`src/rtl/fetch_unit.sv`:
```
// Instruction fetch front end: issues in-order bus requests, buffers returned words
// for decode, and drops responses that belong to requests issued before a redirect.
module fetch_unit #(
    parameter logic [31:0] RESET_PC   = 32'h1c000000,
    parameter int unsigned IBUF_DEPTH = 4,
    parameter int unsigned MAX_OUTST  = 2
) (
    input  logic        clk,
    input  logic        resetn,
    output logic        inst_req,
    output logic [31:0] inst_addr,
    input  logic        inst_addr_ok,
    input  logic        inst_data_ok,
    input  logic [31:0] inst_rdata,
    input  logic        br_valid,
    input  logic [31:0] br_target,
    input  logic        flush_valid,
    input  logic [31:0] flush_target,
    input  logic        ds_allowin,
    output logic        fs_to_ds_valid,
    output logic [64:0] fs_to_ds_bus
);
    localparam int PW = (IBUF_DEPTH > 1) ? $clog2(IBUF_DEPTH) : 1;
    localparam int CW = $clog2(IBUF_DEPTH + 1);
    localparam int OW = $clog2(MAX_OUTST + 1);
    localparam int QW = (MAX_OUTST > 1) ? $clog2(MAX_OUTST) : 1;
    localparam logic [OW-1:0] MAX_O   = OW'(MAX_OUTST);
    localparam logic [CW-1:0] DEPTH_C = CW'(IBUF_DEPTH);
    localparam logic [QW-1:0] PLAST   = QW'(MAX_OUTST - 1);

    logic [31:0]   fetch_pc_q, fetch_pc_d;
    logic          halted_q, halted_d;
    logic [OW-1:0] outst_q, outst_d;
    logic [OW-1:0] discard_q, discard_d;
    logic [CW-1:0] ibuf_cnt_q, ibuf_cnt_d;
    logic [PW-1:0] ibuf_rd_q, ibuf_rd_d;
    logic [PW-1:0] ibuf_wr_q, ibuf_wr_d;
    logic [QW-1:0] pend_rd_q, pend_rd_d;
    logic [QW-1:0] pend_wr_q, pend_wr_d;
    logic [64:0]   ibuf_q [IBUF_DEPTH];
    logic [31:0]   pend_q [MAX_OUTST];

    logic          redirect;
    logic [31:0]   redir_tgt;
    logic          misaligned;
    logic [OW-1:0] live_outst;
    logic          room;
    logic          hs;
    logic          rsp_drop;
    logic          rsp_keep;
    logic          adef_push;
    logic          ibuf_push;
    logic          ibuf_pop;
    logic [64:0]   push_entry;

    function automatic logic [QW-1:0] pnext(input logic [QW-1:0] p);
        return (p == PLAST) ? '0 : p + QW'(1);
    endfunction

    assign redirect   = flush_valid | br_valid;
    assign redir_tgt  = flush_valid ? flush_target : br_target;
    assign misaligned = fetch_pc_q[1:0] != 2'b00;
    assign live_outst = outst_q - discard_q;
    // Every live request must already own a buffer slot, so the buffer cannot overflow.
    assign room       = (32'(live_outst) + 32'(ibuf_cnt_q)) < IBUF_DEPTH;

    assign inst_req   = resetn & ~misaligned & ~redirect & ~halted_q & (outst_q < MAX_O) & room;
    assign inst_addr  = resetn ? fetch_pc_q : RESET_PC;
    assign hs         = inst_req & inst_addr_ok;

    assign rsp_drop   = inst_data_ok & (discard_q != '0);
    assign rsp_keep   = inst_data_ok & (discard_q == '0);
    assign adef_push  = resetn & misaligned & ~halted_q & ~redirect
                      & (live_outst == '0) & (ibuf_cnt_q != DEPTH_C);
    assign ibuf_push  = (rsp_keep | adef_push) & ~redirect;
    assign ibuf_pop   = fs_to_ds_valid & ds_allowin & ~redirect;
    assign push_entry = adef_push ? {1'b1, 32'h0, fetch_pc_q}
                                  : {1'b0, inst_rdata, pend_q[pend_rd_q]};

    assign fs_to_ds_valid = resetn & (ibuf_cnt_q != '0);
    assign fs_to_ds_bus   = ibuf_q[ibuf_rd_q];

    always_comb begin
        fetch_pc_d = fetch_pc_q;
        halted_d   = halted_q;
        outst_d    = outst_q + OW'(hs) - OW'(inst_data_ok);
        discard_d  = discard_q;
        ibuf_cnt_d = ibuf_cnt_q;
        ibuf_rd_d  = ibuf_rd_q;
        ibuf_wr_d  = ibuf_wr_q;
        pend_rd_d  = pend_rd_q;
        pend_wr_d  = pend_wr_q;
        if (redirect) begin
            // A response landing this cycle is already stale, hence the subtraction.
            fetch_pc_d = redir_tgt;
            halted_d   = 1'b0;
            discard_d  = outst_q - OW'(inst_data_ok);
            ibuf_cnt_d = '0;
            ibuf_rd_d  = '0;
            ibuf_wr_d  = '0;
            pend_rd_d  = '0;
            pend_wr_d  = '0;
        end else begin
            if (hs) begin
                fetch_pc_d = fetch_pc_q + 32'd4;
                pend_wr_d  = pnext(pend_wr_q);
            end
            if (adef_push) halted_d = 1'b1;
            if (rsp_drop)  discard_d = discard_q - OW'(1);
            if (rsp_keep)  pend_rd_d = pnext(pend_rd_q);
            if (ibuf_push) ibuf_wr_d = ibuf_wr_q + PW'(1);
            if (ibuf_pop)  ibuf_rd_d = ibuf_rd_q + PW'(1);
            ibuf_cnt_d = ibuf_cnt_q + CW'(ibuf_push) - CW'(ibuf_pop);
        end
    end

    always_ff @(posedge clk) begin
        if (!resetn) begin
            fetch_pc_q <= RESET_PC;
            halted_q   <= 1'b0;
            outst_q    <= '0;
            discard_q  <= '0;
            ibuf_cnt_q <= '0;
            ibuf_rd_q  <= '0;
            ibuf_wr_q  <= '0;
            pend_rd_q  <= '0;
            pend_wr_q  <= '0;
        end else begin
            fetch_pc_q <= fetch_pc_d;
            halted_q   <= halted_d;
            outst_q    <= outst_d;
            discard_q  <= discard_d;
            ibuf_cnt_q <= ibuf_cnt_d;
            ibuf_rd_q  <= ibuf_rd_d;
            ibuf_wr_q  <= ibuf_wr_d;
            pend_rd_q  <= pend_rd_d;
            pend_wr_q  <= pend_wr_d;
        end
    end

    always_ff @(posedge clk) begin
        if (ibuf_push) ibuf_q[ibuf_wr_q] <= push_entry;
        if (hs)        pend_q[pend_wr_q] <= fetch_pc_q;
    end

endmodule

```
`config.mk`:
```
export PLATFORM = sky130hd
export DESIGN_NAME = fetch_unit
export DESIGN_NICKNAME = d
export VERILOG_FILES = /design/src/rtl/fetch_unit.sv
export SDC_FILE = /design/constraint.sdc
export NUM_CORES = 1
export LEC_CHECK = 0
export BUFFER_PORTS_ARGS = -buffer_cell sky130_fd_sc_hd__buf_2
export CORE_MARGIN = 5
export CORE_UTILIZATION = 59
export DETAILED_ROUTE_END_ITERATION = 8
export GPL_ROUTABILITY_DRIVEN = 0
export GPL_TIMING_DRIVEN = 0
export PLACE_DENSITY = 0.9
export RECOVER_POWER = 100
export SLEW_MARGIN = 20
export SYNTH_ARGS = -nofsm -noshare
export SYNTH_HDL_FRONTEND = slang
export SYNTH_SLANG_ARGS = --single-unit
```
`constraint.sdc`:
```
create_clock -name clk -period 12.17 [get_ports clk]
set_input_delay 0.6085 -clock clk [delete_from_list [all_inputs] [get_ports clk]]
set_output_delay 0.6085 -clock clk [all_outputs]
set_load 0.005 [all_outputs]
```
==> summary.md, run 1 <==
| Metric | Value |
|---|---|
| Drt drc | `0` |
| WP buf/inv | `5` |
| Worst min path class | `input port to flip-flop` |
| Yosys top cell area share | `63.4%` |
| Most used flip-flop cell after synthesis | `edfxtp_1` |
| Chip width | `171 microns` |
| RSZ-0062 raised after global routing | `false` |
| Peak supply drop | `0.109 mV` |
| Clock tree root driver cell | `clkbuf_16` |
| #FFs+latches synth | `373` |
| Inst Count DP | `1492` |
| Num ports | `202` |
| Global-route wire length before repair | `54500 microns` |
| Count leader, synth | `edfxtp_1` |
| Remaining antenna violation count after routing | `0` |
| Die H | `171 microns` |
| Largest cells by area after synthesis | `edfxtp_1 (63%), mux4_2 (9.5%), dfxtp_1 (6.4%)` |
| DRT Pass-1 Iters | `5` |
| Worst setup endpoint | `ibuf_q[2][55]` |
| Critical path, cell by cell | `inv_1 > ha_1 > xnor2_1 > xnor2_1 > or4_1 > clkbuf_1 > inv_1 > clkbuf_1 > a21oi_1 > nor2_1 > and2_0 > clkbuf_1` |
| FF+latch area | `10700 sq um` |
| DIE AREA | `29300 sq um` |
| Crit path arrival time | `6.92 ns` |
| Largest net degree at the start of global routing | `44` |
| Worst-path fanout max | `42` |
| Final hold vios | `0` |
| Leakage | `5.84 nW` |
| Clock Tree Buf Depth | `3` |
| Most frequent CP cell | `clkbuf_1` |
| Drt wl/cell | `23.0 microns` |
| Initial Util | `59.4%` |
| Footprint of the multi-input gates | `4250 sq um` |
| End-of-flow core utilization | `68.9%` |
| Total of max-cap violations | `9` |
| Sink Count | `373` |
| Crit end category | `flip-flop` |
| Fraction of layout cells with a size suffix above 1 | `22.9%` |
| CTS tree | `built` |
| Synth area leader | `edfxtp_1` |
| Final setup vio count | `0` |
| GRT Overall Usage | `24.4%` |
| CP max stage delay | `1.98 ns` |
| Fin. max-slew vios | `298` |
| Number of cells on the critical path | `12` |
| Drt via density | `6.12` |
| GRT Residual Overflow | `0` |
| Final wirelength | `35800 microns` |
| CP required | `12.24 ns` |
| CP Class | `flip-flop to flip-flop` |
| Synth warnings | `0` |
| Number of I/O port buffers | `200` |
| Ant diodes | `0` |
| Avg Cell Area, Syn | `16.1 sq um` |
| Final instance area | `17800 sq um` |
| Tightest Pin Transition | `2.77 ns` |
| Synthesized Nets | `1068` |
| Clock Latency Late Sink | `0.52 ns` |
| Setup TNS | `0 ns` |
| Post-synth ARST share | `0%` |
| Final period utilization | `56.3%` |
| Worst Skew | `0.0213 ns` |
| Pwr/cell area | `148 nW/um^2` |
| Hold-fix buffers at CTS | `0` |
| H-tree levels | `2` |
| Kind of cell adding the most delay to the critical path | `buffers and inverters` |
| Buffer count from post-CTS setup fixing | `0` |
| Via count of the routed design | `9536` |
| Seq/Total Area, Yosys | `69.8%` |
| Layout net count | `1313` |
| Dpl cell area | `16900 sq um` |
| Library cells used by synthesis | `59` |
| FILL cells | `1713` |
| Status | `complete, but fails checks` |
| Cts repair resizes | `0` |
| Achievable clock frequency | `146 MHz` |
| CP Launch Point | `outst_q[0]` |
| Rows | `59` |
| Reg2reg path depth | `12` |
| Reg2reg end | `ibuf_q[2][55]` |
| DPL Wire Length | `24200 microns` |
| Number of CTS-inserted buffers | `37` |
| Failing checks | `capacitance limit, slew limit` |
| Rel. slew slack | `-84.6%` |
| Initial antenna violation count | `0` |
| Vias in the first global route | `9701` |
| RR Startpoint | `outst_q[0]` |
| Most frequent cells after synthesis | `edfxtp_1 (324), mux4_2 (65), and2_1 (64)` |
| P&R area growth vs syn | `15.9%` |
| Reg2reg setup slack | `5.32 ns` |
| Synthesized cell area | `15300 sq um` |
| Period minus WS final | `6.85 ns` |
| CTS clk-pin slew, worst paths | `0.06 ns` |
| DRT iter0 DRCs | `1028` |
| Number of synthesized flops with an enable pin | `324` |
| Hold slack final | `0.356 ns` |
| Setup crit start kind | `flip-flop` |
| Slowest-stage cell, CP | `clkbuf_1` |
| Mapped Cells | `951` |
| Area of the core | `25800 sq um` |
| Finished Layout Cells | `1558` |
## flip-flops by register name, summed over array words and instances, names as in the netlist, named ones only
name	flops
ibuf_q	260
pend_q	64
fetch_pc_q	32
ibuf_cnt_q	3
discard_q	2
ibuf_rd_q	2
ibuf_wr_q	2
outst_q	2
halted_q	1
pend_rd_q	1
pend_wr_q	1
## per-stage QoR
step                      power (mW)  setup slack (ns)
final                           2.64              5.32
after global routing            2.73              4.83
after CTS                       2.66              8.03
after detailed placement        1.61              7.74
after global placement          1.60              6.25
after floorplan                 1.54              7.92
## how the worst min path moves through the flow
| stage | endpoint | from | slack, ns | cells after the start |
|---|---|---|---|---|
| 6_report | fetch_pc_q[1] | flush_target[1] | 0.36 | 3 |
| 5_1_grt | fetch_pc_q[19] | flush_target[19] | 0.36 | 3 |
| 4_1_cts | fetch_pc_q[14] | flush_target[14] | 0.34 | 3 |
| 3_5_place_dp | pend_q[1][14] | fetch_pc_q[14] | 0.44 | 0 |
| 3_3_place_gp | pend_q[0][10] | fetch_pc_q[10] | 0.43 | 0 |
| 2_1_floorplan | pend_q[0][10] | fetch_pc_q[10] | 0.42 | 0 |
## layout by cell type (no fill, tap or decap), drive strengths merged, types with 6 or more instances in the layout
cell	count
ha	13
and2	65
inv	22
clkinv	17
a21oi	26
clkbuf	148
nor2	34
mux4	65
mux2i	40
xor2	6
nor3	12
a22oi	11
xnor2	22
dfxtp	49
o21ai	50
a211oi	9
nand3	17
nand4	7
nand2	57
edfxtp	324
buf	161
o31ai	6
o22ai	6
## cell families after synthesis
family                     count (synthesis)  synth area share, %
DFF                                      373                 69.8
and+or+nand+nor                          223                 7.81
AOI/OAI and AO/OA                        129                 5.19
muxes                                    105                 12.1
buffers and inverters                     79                 2.27
xor gates and xnor gates                  28                 1.60
adders and majority gates                 14                 1.19
## final cells by class
type,instances,share of cell area (%)
sequential,373,60.2
clock inverter,18,0.499
multi-input combinational,499,23.9
clock buffer,48,5.90
buffer,55,1.20
timing repair buffer,206,5.44
tap,335,2.36
inverter,24,0.513
## layer usage
| metal | GRT usage [%] | share of wire (%) |
|---|---|---|
| met3 | 5.36 | 9.6 |
| met1 | 32.4 | 37 |
| met4 | 9.96 | 4.4 |
| met2 | 39.9 | 49 |
| met5 | 0 | 0 |
## where the power goes
group	total, mW	switching [mW]	internal, mW
clock	1.06	0.449	0.608
sequential	1.44	0.0224	1.41
combinational	0.147	0.0879	0.0588
total	2.64	0.559	2.08
## worst min-delay path, cell delays in order
cell and delay, ns:
buf_2 0.10, a21oi_1 0.07, nor2_1 0.07
No activity file was read; power rests on OpenSTA's default activity.
==> run 2, diff against run 1 <==
CORE_UTILIZATION = 52   (was 59)
PLACE_DENSITY = 0.85   (was 0.9)
clock period = 5.52 ns   (was 12.17 ns; I/O delays follow)
==> summary.md, run 2 (synthesis gave the netlist of run 1 again) <==
| Metric | Value |
|---|---|
| Tightest Pin Transition | `1.33 ns` |
| DRT iter0 DRCs | `855` |
| DRT Pass-1 Iters | `5` |
| WP buf/inv | `5` |
| Crit end category | `flip-flop` |
| Worst min path class | `input port to flip-flop` |
| GR peak layer | `met2` |
| Setup TNS | `0 ns` |
| Achievable clock frequency | `220 MHz` |
| Remaining antenna violation count after routing | `0` |
| Buffer count from post-CTS setup fixing | `0` |
| Final setup vio count | `0` |
| Clock tree root driver cell | `clkbuf_16` |
| Pwr/cell area | `329 nW/um^2` |
| Initial Util | `53.0%` |
| Status | `complete, no violations` |
| Worst-path fanout max | `44` |
| Worst Skew | `0.0230 ns` |
| Critical path, cell by cell | `inv_1 > ha_1 > xnor2_1 > xnor2_1 > or4_1 > clkbuf_1 > inv_1 > clkbuf_1 > a21oi_1 > nor2_1 > and2_1 > buf_16` |
| Most frequent cells in the layout | `edfxtp_1 (324), buf_2 (157), clkbuf_1 (100)` |
| CP Launch Point | `outst_q[0]` |
| DPL Wire Length | `25000 microns` |
| Peak supply drop | `0.173 mV` |
| Chip width | `182 microns` |
| CTS tree | `built` |
| Hold slack final | `0.0261 ns` |
| CP required | `5.71 ns` |
| Dpl cell area | `17000 sq um` |
| Cts repair resizes | `0` |
| Fraction of layout cells with a size suffix above 1 | `24.0%` |
| FILL cells | `2066` |
| Drt drc | `0` |
| DIE AREA | `33000 sq um` |
| Hold path startpoint | `flush_target[9]` |
| Layout net count | `1315` |
| Area of the core | `28900 sq um` |
| P&R area growth vs syn | `17.8%` |
| Place WS | `1.48 ns` |
| Kind of cell adding the most delay to the critical path | `simple AND/OR/NAND/NOR gates` |
| Final instance area | `18100 sq um` |
| Fin. max-slew vios | `0` |
| Drt via density | `5.82` |
| Commonest non-fill, non-tap cell in the layout | `edfxtp_1` |
| Largest reg by FF count | `ibuf_q` |
| Global-route wire length before repair | `55300 microns` |
| RR Startpoint | `outst_q[0]` |
| Sink Count | `373` |
| Final hold vios | `0` |
| Via count of the routed design | `9379` |
| Leakage | `5.94 nW` |
| Max reg flops | `260` |
| Crit path arrival time | `4.72 ns` |
| Clock Tree Buf Depth | `3` |
| Vias in the first global route | `9534` |
| Met3 GRT Util | `5.00%` |
| Largest net degree at the start of global routing | `46` |
| Final period utilization | `82.2%` |
| Drt wl/cell | `22.6 microns` |
| Clock Latency Late Sink | `0.52 ns` |
| Setup ws final | `0.984 ns` |
| CP Class | `flip-flop to flip-flop` |
| Slowest-stage cell, CP | `and2_1` |
| Period minus WS final | `4.54 ns` |
| CTS clk-pin slew, worst paths | `0.06 ns` |
| H-tree levels | `2` |
| Initial antenna violation count | `0` |
| RSZ-0062 raised after global routing | `false` |
| GRT Overall Usage | `21.6%` |
| Number of CTS-inserted buffers | `37` |
| Final wirelength | `36500 microns` |
| M1 GR Usage | `28.5%` |
| Rel. slew slack | `11.3%` |
| Total of max-cap violations | `0` |
| Die H | `182 microns` |
| Rows | `62` |
| Setup crit start kind | `flip-flop` |
| Hold-fix buffers at CTS | `2` |
| Regs by FF count | `ibuf_q x260, pend_q x64, fetch_pc_q x32` |
| CP max stage delay | `1.07 ns` |
| Num ports | `202` |
| GRT Residual Overflow | `0` |
| Number of I/O port buffers | `200` |
| GR met2 Demand/Resource | `36.6%` |
-- run 2: report_power, final --
part | internal, mW | switching [mW] | leakage, nW | total, mW
sequential | 3.12 | 0.0478 | 3.32 | 3.16
clock | 1.46 | 0.999 | 0.587 | 2.46
combinational | 0.134 | 0.194 | 2.04 | 0.328
-- run 2: metrics by stage --
stage	power (mW)	instances	util [%]
after floorplan	3.39	951	-
after global placement	3.53	1535	58.2
after detailed placement	3.55	1541	58.8
after CTS	6.00	1610	63.0
after global routing	6.16	1610	62.5
final	5.95	1611	62.5
-- run 2: layer usage --
metal  part of all wire, %  vias to the layer above
li1                      -                     4171
met5                     0                        -
met3                   9.2                       73
met4                   2.2                        0
met1                    39                     4628
met2                    50                      507
-- run 2: final timing paths --
path | to | slack [ns] | depth (start not counted)
worst min-delay path | fetch_pc_q[9] | 0.03 | 3
worst min register to register | pend_q[1][14] | 0.45 | 0
worst max-delay path | ibuf_q[0][35] | 0.98 | 12
worst max register to register | ibuf_q[0][35] | 0.98 | 12
-- run 2: cell type report --
cell class / instances / area (sq um) / share of cell area [%]
flip-flops and latches: 373 / 10700 / 59.2
multi-input cells: 499 / 4260 / 23.6
repair buffers: 208 / 1110 / 6.14
clock buffers: 50 / 1040 / 5.74
well taps: 384 / 480 / 2.66
plain buffers: 55 / 221 / 1.22
clock inverters: 17 / 168 / 0.927
inverters: 24 / 91.3 / 0.505
diodes: 1 / 2.50 / 0.0138
-- run 2: worst min-delay path, stage by stage --
cell and delay, ns:
buf_2 0.11, nand3_1 0.07, o21ai_0 0.06
==> run 3, diff against run 2 <==
CORE_UTILIZATION = 58   (was 52)
PLACE_DENSITY = 0.89   (was 0.85)
clock period = 4.62 ns   (was 5.52 ns; I/O delays follow)
==> summary.md, run 3 (synthesis gave the netlist of run 1 again) <==
| Metric | Value |
|---|---|
| Inst Count DP | `1492` |
| Worst-path fanout max | `41` |
| Ant diodes | `0` |
| Commonest non-fill, non-tap cell in the layout | `edfxtp_1` |
| Most frequent cells in the layout | `edfxtp_1 (324), buf_2 (153), clkbuf_1 (98)` |
| Reg2reg path depth | `12` |
| Num ports | `202` |
| Leakage | `5.97 nW` |
| Clock tree root driver cell | `clkbuf_16` |
| End-of-flow core utilization | `69.3%` |
| RSZ-0062 raised after global routing | `false` |
| CP max stage delay | `0.70 ns` |
| Reg2reg end | `ibuf_q[2][49]` |
| Initial antenna violation count | `0` |
| GRT Residual Overflow | `0` |
| Peak supply drop | `0.304 mV` |
| Clock Latency Late Sink | `0.53 ns` |
| CTS clk-pin slew, worst paths | `0.06 ns` |
| Vias in the first global route | `10100` |
| Final hold vios | `0` |
| Max reg flops | `260` |
| Number of I/O port buffers | `200` |
| CTS tree | `built` |
| Total of max-cap violations | `0` |
| Area of the core | `26100 sq um` |
| Layout net count | `1323` |
| Period minus WS final | `4.32 ns` |
| Fin. max-slew vios | `0` |
| Rows | `59` |
| Hold Crit Endpoint | `fetch_pc_q[27]` |
| Crit end category | `flip-flop` |
| RR Startpoint | `outst_q[0]` |
| CP Class | `flip-flop to flip-flop` |
| Die H | `173 microns` |
| Chip width | `173 microns` |
| Setup crit start kind | `flip-flop` |
| Fraction of layout cells with a size suffix above 1 | `23.7%` |
| Hold path depth | `3` |
| DIE AREA | `29800 sq um` |
| Regs by FF count | `ibuf_q x260, pend_q x64, fetch_pc_q x32` |
| Remaining antenna violation count after routing | `0` |
| H-tree levels | `2` |
| GRT Overall Usage | `24.4%` |
| M1 GR Usage | `31.7%` |
| Reg2reg setup slack | `0.30 ns` |
| Rel. slew slack | `4.51%` |
| Drt via density | `6.15` |
| Met3 GRT Util | `5.00%` |
| FILL cells | `1646` |
| DRT Pass-1 Iters | `7` |
| Crit path arrival time | `4.47 ns` |
| GR peak layer | `met2` |
| Global-route wire length before repair | `57400 microns` |
| Clock Tree Buf Depth | `3` |
| DRT iter0 DRCs | `1124` |
| P&R area growth vs syn | `17.6%` |
| Drt drc | `0` |
| CP required | `4.77 ns` |
| Tightest Pin Transition | `1.43 ns` |
| Pwr/cell area | `399 nW/um^2` |
| Worst Skew | `0.0262 ns` |
| Drt wl/cell | `23.4 microns` |
| Achievable clock frequency | `232 MHz` |
| DPL Wire Length | `24300 microns` |
| Initial Util | `58.9%` |
| Finished Layout Cells | `1569` |
| Critical path, cell by cell | `inv_1 > ha_1 > xnor2_1 > xnor2_1 > or4_1 > clkbuf_1 > inv_1 > buf_2 > a21oi_1 > nor2_1 > and2_2 > buf_6` |
| Largest reg by FF count | `ibuf_q` |
| Hold path startpoint | `flush_target[27]` |
| Final period utilization | `93.5%` |
| Status | `complete, no violations` |
| Largest net degree at the start of global routing | `42` |
| Worst min path class | `input port to flip-flop` |
| Final setup vio count | `0` |
| Cts repair resizes | `0` |
| Final wirelength | `36800 microns` |
| Via count of the routed design | `9649` |
| Sink Count | `373` |
| Number of CTS-inserted buffers | `37` |
| Slowest-stage cell, CP | `and2_2` |
| GR met2 Demand/Resource | `41.2%` |
-- run 3: what timing repair did --
action / in CTS / in global routing
setup buffers: 0 / 0
endpoints found under the hold margin: 9 / 0
hold buffers: 10 / 0
-- run 3: area by class of cell --
type                    count  area (sq um)  area share, %
flip-flops and latches    373         10700           59.3
well taps                 335           419           2.32
plain buffers              55           223           1.23
repair buffers            216          1120           6.20
inverters                  24          91.3          0.506
clock inverters            22           216           1.20
clock buffers              45          1020           5.64
multi-input cells         499          4260           23.6
-- run 3: where the power goes --
| part | internal [mW] | switching (mW) |
|---|---|---|
| registers | 3.72 | 0.0587 |
| logic | 0.164 | 0.238 |
| clock network | 1.80 | 1.22 |
| total | 5.68 | 1.52 |
-- run 3: worst max-delay path by stage --
stage	endpoint	start	slack [ns]
after global routing	ibuf_cnt_q[2]	outst_q[0]	0.12
after floorplan	ibuf_q[0][0]	outst_q[0]	0.66
after detailed placement	ibuf_cnt_q[2]	outst_q[0]	0.53
after CTS	ibuf_cnt_q[2]	outst_q[0]	0.36
after global placement	ibuf_q[1][18]	outst_q[0]	-0.96
final	ibuf_q[2][49]	outst_q[0]	0.30
-- run 3: per-layer routing --
metal | part of all wire, % | wire [microns]
met1 | 38 | 13900
met2 | 50 | 18200
met3 | 8.5 | 3120
met4 | 4.1 | 1530
met5 | 0 | 0
-- run 3: through the flow --
stage / hold WS, ns / TNS [ns] / setup WS, ns / total power, mW / cell area, sq um
final: 0.0104 / 0 / 0.301 / 7.20 / 18100
after global placement: 0.427 / -242.39 / -0.956 / 4.21 / 16800
after detailed placement: 0.435 / 0 / 0.530 / 4.24 / 17000
after global routing: 0.0307 / 0 / 0.117 / 7.42 / 18100
after CTS: 0.00231 / 0 / 0.358 / 7.23 / 18300
after floorplan: 0.372 / 0 / 0.657 / 4.05 / 15300
-- run 3: worst max-delay path, delay by kind of cell, from the launching register on --
family / cells / cell delay (ns)
buffers and inverters: 5 / 1.33
and+or+nand+nor: 3 / 1.55
adders and majority gates: 1 / 0.20
DFF: 1 / 0.33
AOI/OAI and AO/OA: 1 / 0.14
xor gates and xnor gates: 2 / 0.33
